==> config.mk <==
export PLATFORM = sky130hd
export DESIGN_NAME = hazard_fwd_ctrl
export DESIGN_NICKNAME = d
export VERILOG_FILES = /design/src/rtl/hazard_fwd_ctrl.sv
export SDC_FILE = /design/constraint.sdc
export NUM_CORES = 1
export LEC_CHECK = 0
export BUFFER_PORTS_ARGS = -buffer_cell sky130_fd_sc_hd__buf_2
export CAP_MARGIN = 20
export CORE_MARGIN = 2
export CORE_UTILIZATION = 49
export DETAILED_ROUTE_END_ITERATION = 10
export GPL_ROUTABILITY_DRIVEN = 0
export GPL_TIMING_DRIVEN = 0
export PLACE_DENSITY_LB_ADDON = 0.2
export SLEW_MARGIN = 0
export SYNTH_ARGS = -nofsm -noshare
export SYNTH_HDL_FRONTEND = slang
export SYNTH_SLANG_ARGS = --single-unit
export TNS_END_PERCENT = 20
==> constraint.sdc <==
create_clock -name clk -period 2.4 [get_ports clk]
set_input_delay 0.24 -clock clk [delete_from_list [all_inputs] [get_ports clk]]
set_output_delay 0.24 -clock clk [all_outputs]
set_load 0.1 [all_outputs]
==> src/rtl/hazard_fwd_ctrl.sv <==
// Forwarding and hazard controller for the in-order RV32 pipeline: N-stage operand
// forwarding, multi-cycle load-use stall, multi-cycle flush and saturating perf counters.
module hazard_fwd_ctrl #(
  parameter int REG_AW    = 5,
  parameter int NUM_FWD   = 2,
  parameter int LOAD_LAT  = 1,
  parameter int FLUSH_CYC = 1,
  parameter int CNT_W     = 16
) (
  input  logic                          clk,
  input  logic                          rst,
  input  logic [REG_AW-1:0]             ex_rs1,
  input  logic [REG_AW-1:0]             ex_rs2,
  input  logic [1:0]                    ex_rs_used,
  input  logic [NUM_FWD*REG_AW-1:0]     src_rd,
  input  logic [NUM_FWD-1:0]            src_we,
  input  logic [NUM_FWD-1:0]            src_ld,
  input  logic [6:0]                    op_ex,
  input  logic                          pcsrc,
  output logic [$clog2(NUM_FWD+1)-1:0]  fwd_a,
  output logic [$clog2(NUM_FWD+1)-1:0]  fwd_b,
  output logic                          stall,
  output logic                          flush,
  output logic [CNT_W-1:0]              stall_cnt,
  output logic [CNT_W-1:0]              flush_cnt
);

  localparam int SEL_W = $clog2(NUM_FWD + 1);
  localparam int FC_W  = 3;

  localparam logic [6:0] OP_JAL  = 7'b1101111;
  localparam logic [6:0] OP_JALR = 7'b1100111;
  localparam logic [6:0] OP_BR   = 7'b1100011;

  typedef enum logic [1:0] {RUN, STALL, FLUSH} state_e;

  typedef struct packed {
    logic [SEL_W-1:0] sel;
    logic             haz;
    logic [SEL_W-1:0] len;
  } res_t;

  // Scans oldest to youngest so the youngest matching stage is the last to overwrite.
  function automatic res_t resolve(input logic [REG_AW-1:0]         rs,
                                   input logic                      used,
                                   input logic [NUM_FWD*REG_AW-1:0] rd_v,
                                   input logic [NUM_FWD-1:0]        we_v,
                                   input logic [NUM_FWD-1:0]        ld_v);
    res_t r;
    r = '0;
    for (int k = NUM_FWD; k >= 1; k--) begin
      if (used && we_v[k-1] && (rd_v[k*REG_AW-1 -: REG_AW] != '0) &&
          (rd_v[k*REG_AW-1 -: REG_AW] == rs)) begin
        if (ld_v[k-1] && (k <= LOAD_LAT)) begin
          r.sel = '0;
          r.haz = 1'b1;
          r.len = SEL_W'(LOAD_LAT - k + 1);
        end else begin
          r.sel = SEL_W'(k);
          r.haz = 1'b0;
          r.len = '0;
        end
      end
    end
    return r;
  endfunction

  state_e             state_q, state_d;
  logic [SEL_W-1:0]   scnt_q, scnt_d;
  logic [FC_W-1:0]    fcnt_q, fcnt_d;
  logic [CNT_W-1:0]   stall_cnt_q, stall_cnt_d;
  logic [CNT_W-1:0]   flush_cnt_q, flush_cnt_d;

  res_t             res_a, res_b;
  logic             take, accept, haz, stall_raw, flush_raw;
  logic [SEL_W-1:0] len;

  // NOTE: every signal assigned here gets a default first, so no path leaves one unassigned and no latch is inferred.
  always_comb begin
    res_a     = resolve(ex_rs1, ex_rs_used[0], src_rd, src_we, src_ld);
    res_b     = resolve(ex_rs2, ex_rs_used[1], src_rd, src_we, src_ld);
    haz       = res_a.haz | res_b.haz;
    len       = (res_a.len > res_b.len) ? res_a.len : res_b.len;
    take      = pcsrc && ((op_ex == OP_JAL) || (op_ex == OP_JALR) || (op_ex == OP_BR));
    accept    = 1'b0;
    state_d   = state_q;
    scnt_d    = scnt_q;
    fcnt_d    = fcnt_q;
    stall_raw = 1'b0;
    flush_raw = 1'b0;

    case (state_q)
      RUN, STALL: begin
        if (take) begin
          // A taken transfer squashes the EX instruction, so any pending stall is moot.
          flush_raw = 1'b1;
          accept    = 1'b1;
          scnt_d    = '0;
          if (FLUSH_CYC > 1) begin
            state_d = FLUSH;
            fcnt_d  = FC_W'(FLUSH_CYC - 1);
          end else begin
            state_d = RUN;
          end
        end else if (state_q == STALL) begin
          stall_raw = 1'b1;
          if (scnt_q == SEL_W'(1)) begin
            state_d = RUN;
            scnt_d  = '0;
          end else begin
            scnt_d  = scnt_q - SEL_W'(1);
          end
        end else if (haz) begin
          stall_raw = 1'b1;
          if (len > SEL_W'(1)) begin
            state_d = STALL;
            scnt_d  = len - SEL_W'(1);
          end
        end
      end
      FLUSH: begin
        flush_raw = 1'b1;
        if (fcnt_q == FC_W'(1)) begin
          state_d = RUN;
          fcnt_d  = '0;
        end else begin
          fcnt_d  = fcnt_q - FC_W'(1);
        end
      end
      default: state_d = RUN;
    endcase

    stall_cnt_d = (stall_raw && (stall_cnt_q != '1)) ? stall_cnt_q + CNT_W'(1) : stall_cnt_q;
    flush_cnt_d = (accept && (flush_cnt_q != '1)) ? flush_cnt_q + CNT_W'(1) : flush_cnt_q;
  end

  // NOTE: sequential state uses non-blocking assignments so all flops sample the same pre-edge values.
  always_ff @(posedge clk or negedge rst) begin
    if (!rst) begin
      state_q     <= RUN;
      scnt_q      <= '0;
      fcnt_q      <= '0;
      stall_cnt_q <= '0;
      flush_cnt_q <= '0;
    end else begin
      state_q     <= state_d;
      scnt_q      <= scnt_d;
      fcnt_q      <= fcnt_d;
      stall_cnt_q <= stall_cnt_d;
      flush_cnt_q <= flush_cnt_d;
    end
  end

  // Combinational outputs are forced quiet while reset is held.
  assign fwd_a     = rst ? res_a.sel : '0;
  assign fwd_b     = rst ? res_b.sel : '0;
  assign stall     = rst & stall_raw;
  assign flush     = rst & flush_raw;
  assign stall_cnt = stall_cnt_q;
  assign flush_cnt = flush_cnt_q;

endmodule

Word level (Yosys, flattened, before mapping)
Index checks and enable logic that the tools add are counted.
Storage, ports and cells
  register bits: 39
  bits in latches: 0
  memory bits (writable): 0
  ROM bits: 0
  bits of input ports: 36
  output and inout bits: 38
  logic and storage cells: 85
  memories kept: 0
Cells by class
  $add $sub $neg: 5
  multipliers: 0
  div/mod/pow operators: 0
  $lt $le $gt $ge: 2
  eq/ne operators: 17
  shift operators: 0
  multiplexer cells: 28
  bitwise logic cells: 3
  reduce and logical (&&, ||, !) cells: 25
Operators by type and width (number)
  $add A16 B1 Y16 const B: 2
  $ne A16 B16 Y1 const B: 2
  $mux W2: 14
  $eq A7 B7 Y1 const B: 3
  $eq A5 B5 Y1: 4
  $mux W5: 4
  $logic_and A1 B1 Y1: 15
  $ne A4 B4 Y1 const B: 3
  $reduce_bool A5 Y1: 2
  $mux W1: 6
  $reduce_bool A3 Y1: 2
  $eq A2 B1 Y1 const B: 2
  $mux W4: 1
  $pmux W2 S2: 1
  $reduce_and A4 Y1: 1
  $sub A2 B1 Y2 const B: 2
  $eq A3 B1 Y1 const B: 1
  $mux W3: 1
  $reduce_and A3 Y1: 1
  $sub A3 B1 Y3 const B: 1
  $and A1 B1 Y1: 2
  $eq A2 B2 Y1 const B: 1
  $gt A2 B1 Y1 const B: 1
  $gt A2 B2 Y1: 1
  6 further kinds: 7

Logic depth before layout (Yosys ltp)
  word-level depth: 13
  mapped depth: 8
  depth with buffers taken out: 7

Worst setup path before layout
No wires, ideal clock.
  path type: input to output
  from: input src_rd[4]
  to: output stall
  arrival: 3.232 ns
  data required time: 2.160 ns
  path slack: -1.072 ns
  cell stages on the path: 6
  buffers on the path: 0
  path through: xor2_1 nor4_1 and3_2 or2_2 a31oi_1 nor3b_1
Between the ends
  cells in the longest elaborated chain, start to end: 10
Ends and longest elaborated chain
  start: declaration: RTL line 15  | input logic [NUM_FWD*REG_AW-1:0] src_rd,
  $reduce_bool A5 Y1: RTL line 52  | if (used && we_v[k-1] && (rd_v[k*REG_AW-1 -: REG_AW] != '0) &&
  $logic_and A1 B1 Y1 (2 in a row): RTL line 52
  $mux W5: RTL line 52
  $or A1 B1 Y1 *: RTL line 82  | haz = res_a.haz | res_b.haz;
  $mux W1 *: RTL line 113  | end else if (haz) begin
  $mux W1 *: RTL line 105  | end else if (state_q == STALL) begin
  $mux W1 *: RTL line 94  | if (take) begin
  $mux W1 *: RTL line 92  | case (state_q)
  $and A1 B1 Y1 *: RTL line 157  | assign stall = rst & stall_raw;
  end: declaration: RTL line 22  | output logic stall,
Mark *: on every way between the ends. The rest lies on a longest branch, timed or not.

Final worst setup path
  from: register stall_cnt_q[0], in the netlist stall_cnt[0]
  to: register stall_cnt_q[9], in the netlist stall_cnt[9]
Between the ends
  cells in the longest elaborated chain, start to end: 2
Ends and longest elaborated chain
  start: declaration: RTL line 71  | logic [CNT_W-1:0] stall_cnt_q, stall_cnt_d;
  start signal: assignment: RTL line 149  | stall_cnt_q <= stall_cnt_d;
  branches (longest 2 deep; another with $add A16 B1 Y16)
Parallel ways; which one is timed is not known.
A chain may end at the register's enable or synchronous reset.

==> results by group <==
Clock tree
  – Worst skew pair latency: 280 ps
  – Hold buffers post-CTS: 0
  – PostCTS Resize Cnt: 0
  – TritonCTS Buffers: 5
  – Post-CTS Setup Bufs: 0
  – Worst-case clock buffer depth: 2
  – H-tree lvl count: 2
  – CTS tree: done
  – # clock sinks: 35
  – Reg clk slew, reported paths: 70 ps
  – Clk root buf: clkbuf_8

Finish
  – Fraction of layout cells with a size suffix above 1: 41.13%
  – N_diodes: 0
  – Final net count: 303
  – Final core utilization: 67.31%
  – Layout area overhead: 28.44%

Drt
  – Detailed Route WL: 4.126 mm
  – Post-route antenna net violation count: 0
  – DRC viols: 0
  – Starting DRC count in detailed routing: 75
  – WL per Instance: 13.18 µm
  – Via Count: 1634
  – Drt first pass iters: 4
  – Vias per inst: 5.220

Setup path
  – Crit-path cells: ha_1 > and3_4 > and4_4 > a311o_2 > nor2_4 > buf_6 > nand4_1 > xnor2_1
  – Max incr delay on CP: 440 ps
  – Worst setup path class: reg2reg
  – Crit end category: flop
  – CP startpoint kind: flop
  – FF-to-FF Start: stall_cnt[0]
  – R2R Path End: stall_cnt[9]
  – R2R setup slack: 240 ps
  – Worst path arrival time: 2330 ps
  – CP Max Fanout: 10
  – Reg2reg path depth: 8
  – Required @ worst endpoint: 2570 ps
  – Slowest cell on the critical path: dfrtp_2

Power
  – Cell Pwr Density: 570.3 nW/µm²
  – Leak: 0.001246 µW
  – VDD IR max: 0.5684 mV

Place
  – DP HPWL: 3.215 mm
  – Port Buf Inserts: 72

Yosys
  – Syn_nets: 224
  – Cells after synthesis: 185
  – Avg Cell Area, Syn: 10.60 µm²
  – Synth Area in Compound Gates: 2.997%
  – Post-synth EDFFs: 0
  – Mux contribution to synthesized area: 3.253%
  – Count leader, synth: dfrtp_1
  – Mapped cell area: 1962 µm²
  – Register area share after synthesis: 44.64%
  – Synth Area in Simple Gates: 23.98%
  – Async S/R FF share, synth: 100.0%
  – Post-synth top flop: dfrtp_1
  – #FFs+latches synth: 35
  – Synth unique cells: 37
  – Area contributors post-synth: dfrtp_1, xnor2_1, xor2_1, nand4_1, nand3_1
  – Post-Synth Adder-Cell Area: 1.913%
  – Yosys warns: 0
  – XOR/XNOR Fraction of Synth Area: 21.43%
  – Area leader, netlist: dfrtp_1
  – Top cells by count, synth: dfrtp_1, xnor2_1, xor2_1
  – Main combinational cell family by area after synthesis: simple AND/OR/NAND/NOR gates
  – Post-synth top area share: 44.64%

GRT
  – First-pass GRT wire length: 6.851 mm
  – Vias in the first global route: 1513
  – Initial antenna violation count: 0
  – GRT overflow: 0
  – Tot GR Track Use: 19.81%
  – Largest net degree at the start of global routing: 41

Die
  – I/O Pins: 74
  – Std cell rows: 22
  – CORE AREA: 3744 µm²
  – Initial core utilization: 52.41%
  – Die outline area: 4526 µm²
  – Die Height: 67.28 µm
  – Die Wd: 67.28 µm

STA
  – Crit path time final: 2161 ps
  – Fin. Hold Viols: 0
  – Hold_ws: 42.50 ps
  – Slew @ Worst Pin: 796.0 ps
  – Max-slew violations: 0
  – Period utilization: 90.04%
  – Skew final: 8.824 ps
  – Rel. slew slack: 46.93%
  – Unrepaired setup endpoints after global routing: false
  – Fmax: 0.4627 GHz
  – Setup violators final: 0

Job
  – Max Cap Viol: 0

Min path
  – Hold Crit Class: in2async

Status
  – Outcome: finished, final reports clean
-- per-layer routing --
metal / vias up / routed length [µm] / global-route usage [%] / part of all wire, %
li1: 813 / - / - / -
met1: 773 / 1954 / 26.65 / 47
met2: 44 / 1913 / 32.43 / 46
met3: 4 / 224 / 4.167 / 5.4
met4: 0 / 34 / 5.612 / 0.82
met5: - / 0 / 0 / 0
-- placed cells by master, fill, tap and decap left out, types with 3 or more instances in the layout --
cell,n
buf_2,72
xnor2_1,28
dfrtp_1,23
xor2_1,20
nand4_1,14
dfrtp_2,12
nand2_1,11
nand3_1,10
nor2_1,8
and3_1,6
clkbuf_8,6
inv_1,4
nor4_1,4
and3_2,3
and2_1,3
mux2_2,3
mux2i_1,3
ha_1,3
-- worst max-delay path: cells and delay by family (launching register included) --
| family | cells | cell delay [ps] |
|---|---|---|
| buf+inv | 1 | 170 |
| simple gates | 4 | 680 |
| compound gates | 1 | 370 |
| fa+ha+maj | 1 | 240 |
| xor+xnor | 1 | 150 |
| flops | 1 | 440 |
-- flip-flops by register name (all words and copies together) (netlist names) --
signal and count:
flush_cnt 16, scnt_q 2, state_q 1, stall_cnt 16
-- worst max-delay path by stage --
| stage | cells past startpoint | startpoint | slack (ps) | endpoint |
|---|---|---|---|---|
| final | 8 | stall_cnt[0] | 240 | stall_cnt[9] |
| after global routing | 4 | rst | 60 | fwd_a[1] |
| after CTS | 4 | rst | 180 | fwd_b[1] |
| after detailed placement | 4 | rst | 180 | fwd_b[1] |
| after global placement | 4 | rst | 190 | fwd_b[1] |
| after floorplan | 6 | src_rd[4] | -100 | stall |
-- metrics by stage --
step / instance area, µm² / instances / power [µW] / setup slack [ps] / setup TNS, ps
after floorplan: 2004 / 185 / 908.7 / -98.35 / -98.35
after global placement: 2425 / 305 / 1001 / 186.5 / 0
after detailed placement: 2425 / 305 / 1011 / 175.9 / 0
after CTS: 2520 / 313 / 1448 / 178.4 / 0
after global routing: 2520 / 313 / 1502 / 62.59 / 0
final: 2520 / 313 / 1437 / 238.9 / 0
-- area by class of cell --
type	instances	area, µm²
timing repair buffer	72	360.3
inverter	4	15.01
clock buffer	7	86.33
buffer	3	20.02
tap	48	60.06
multi-input combinational	143	1079
fill	315	1224
sequential	35	890.9
clock inverter	1	8.758
-- cell families after synthesis --
group	after synthesis
adder cells (fa/ha/maj)	3
AND/OR/NAND/NOR	79
buffers and inverters	7
XOR/XNOR	48
multiplexers	6
flip-flops	35
AO/OA/AOI/OAI	7
-- power breakdown --
part	internal (µW)	leakage (µW)	total (µW)	switching, µW
clock	235	0.0000484	441	206
combinational	85.3	0.000742	338	253
sequential	622	0.000456	658	36.2
total	942	0.00125	1440	495
(Power assumes the default switching activity.)
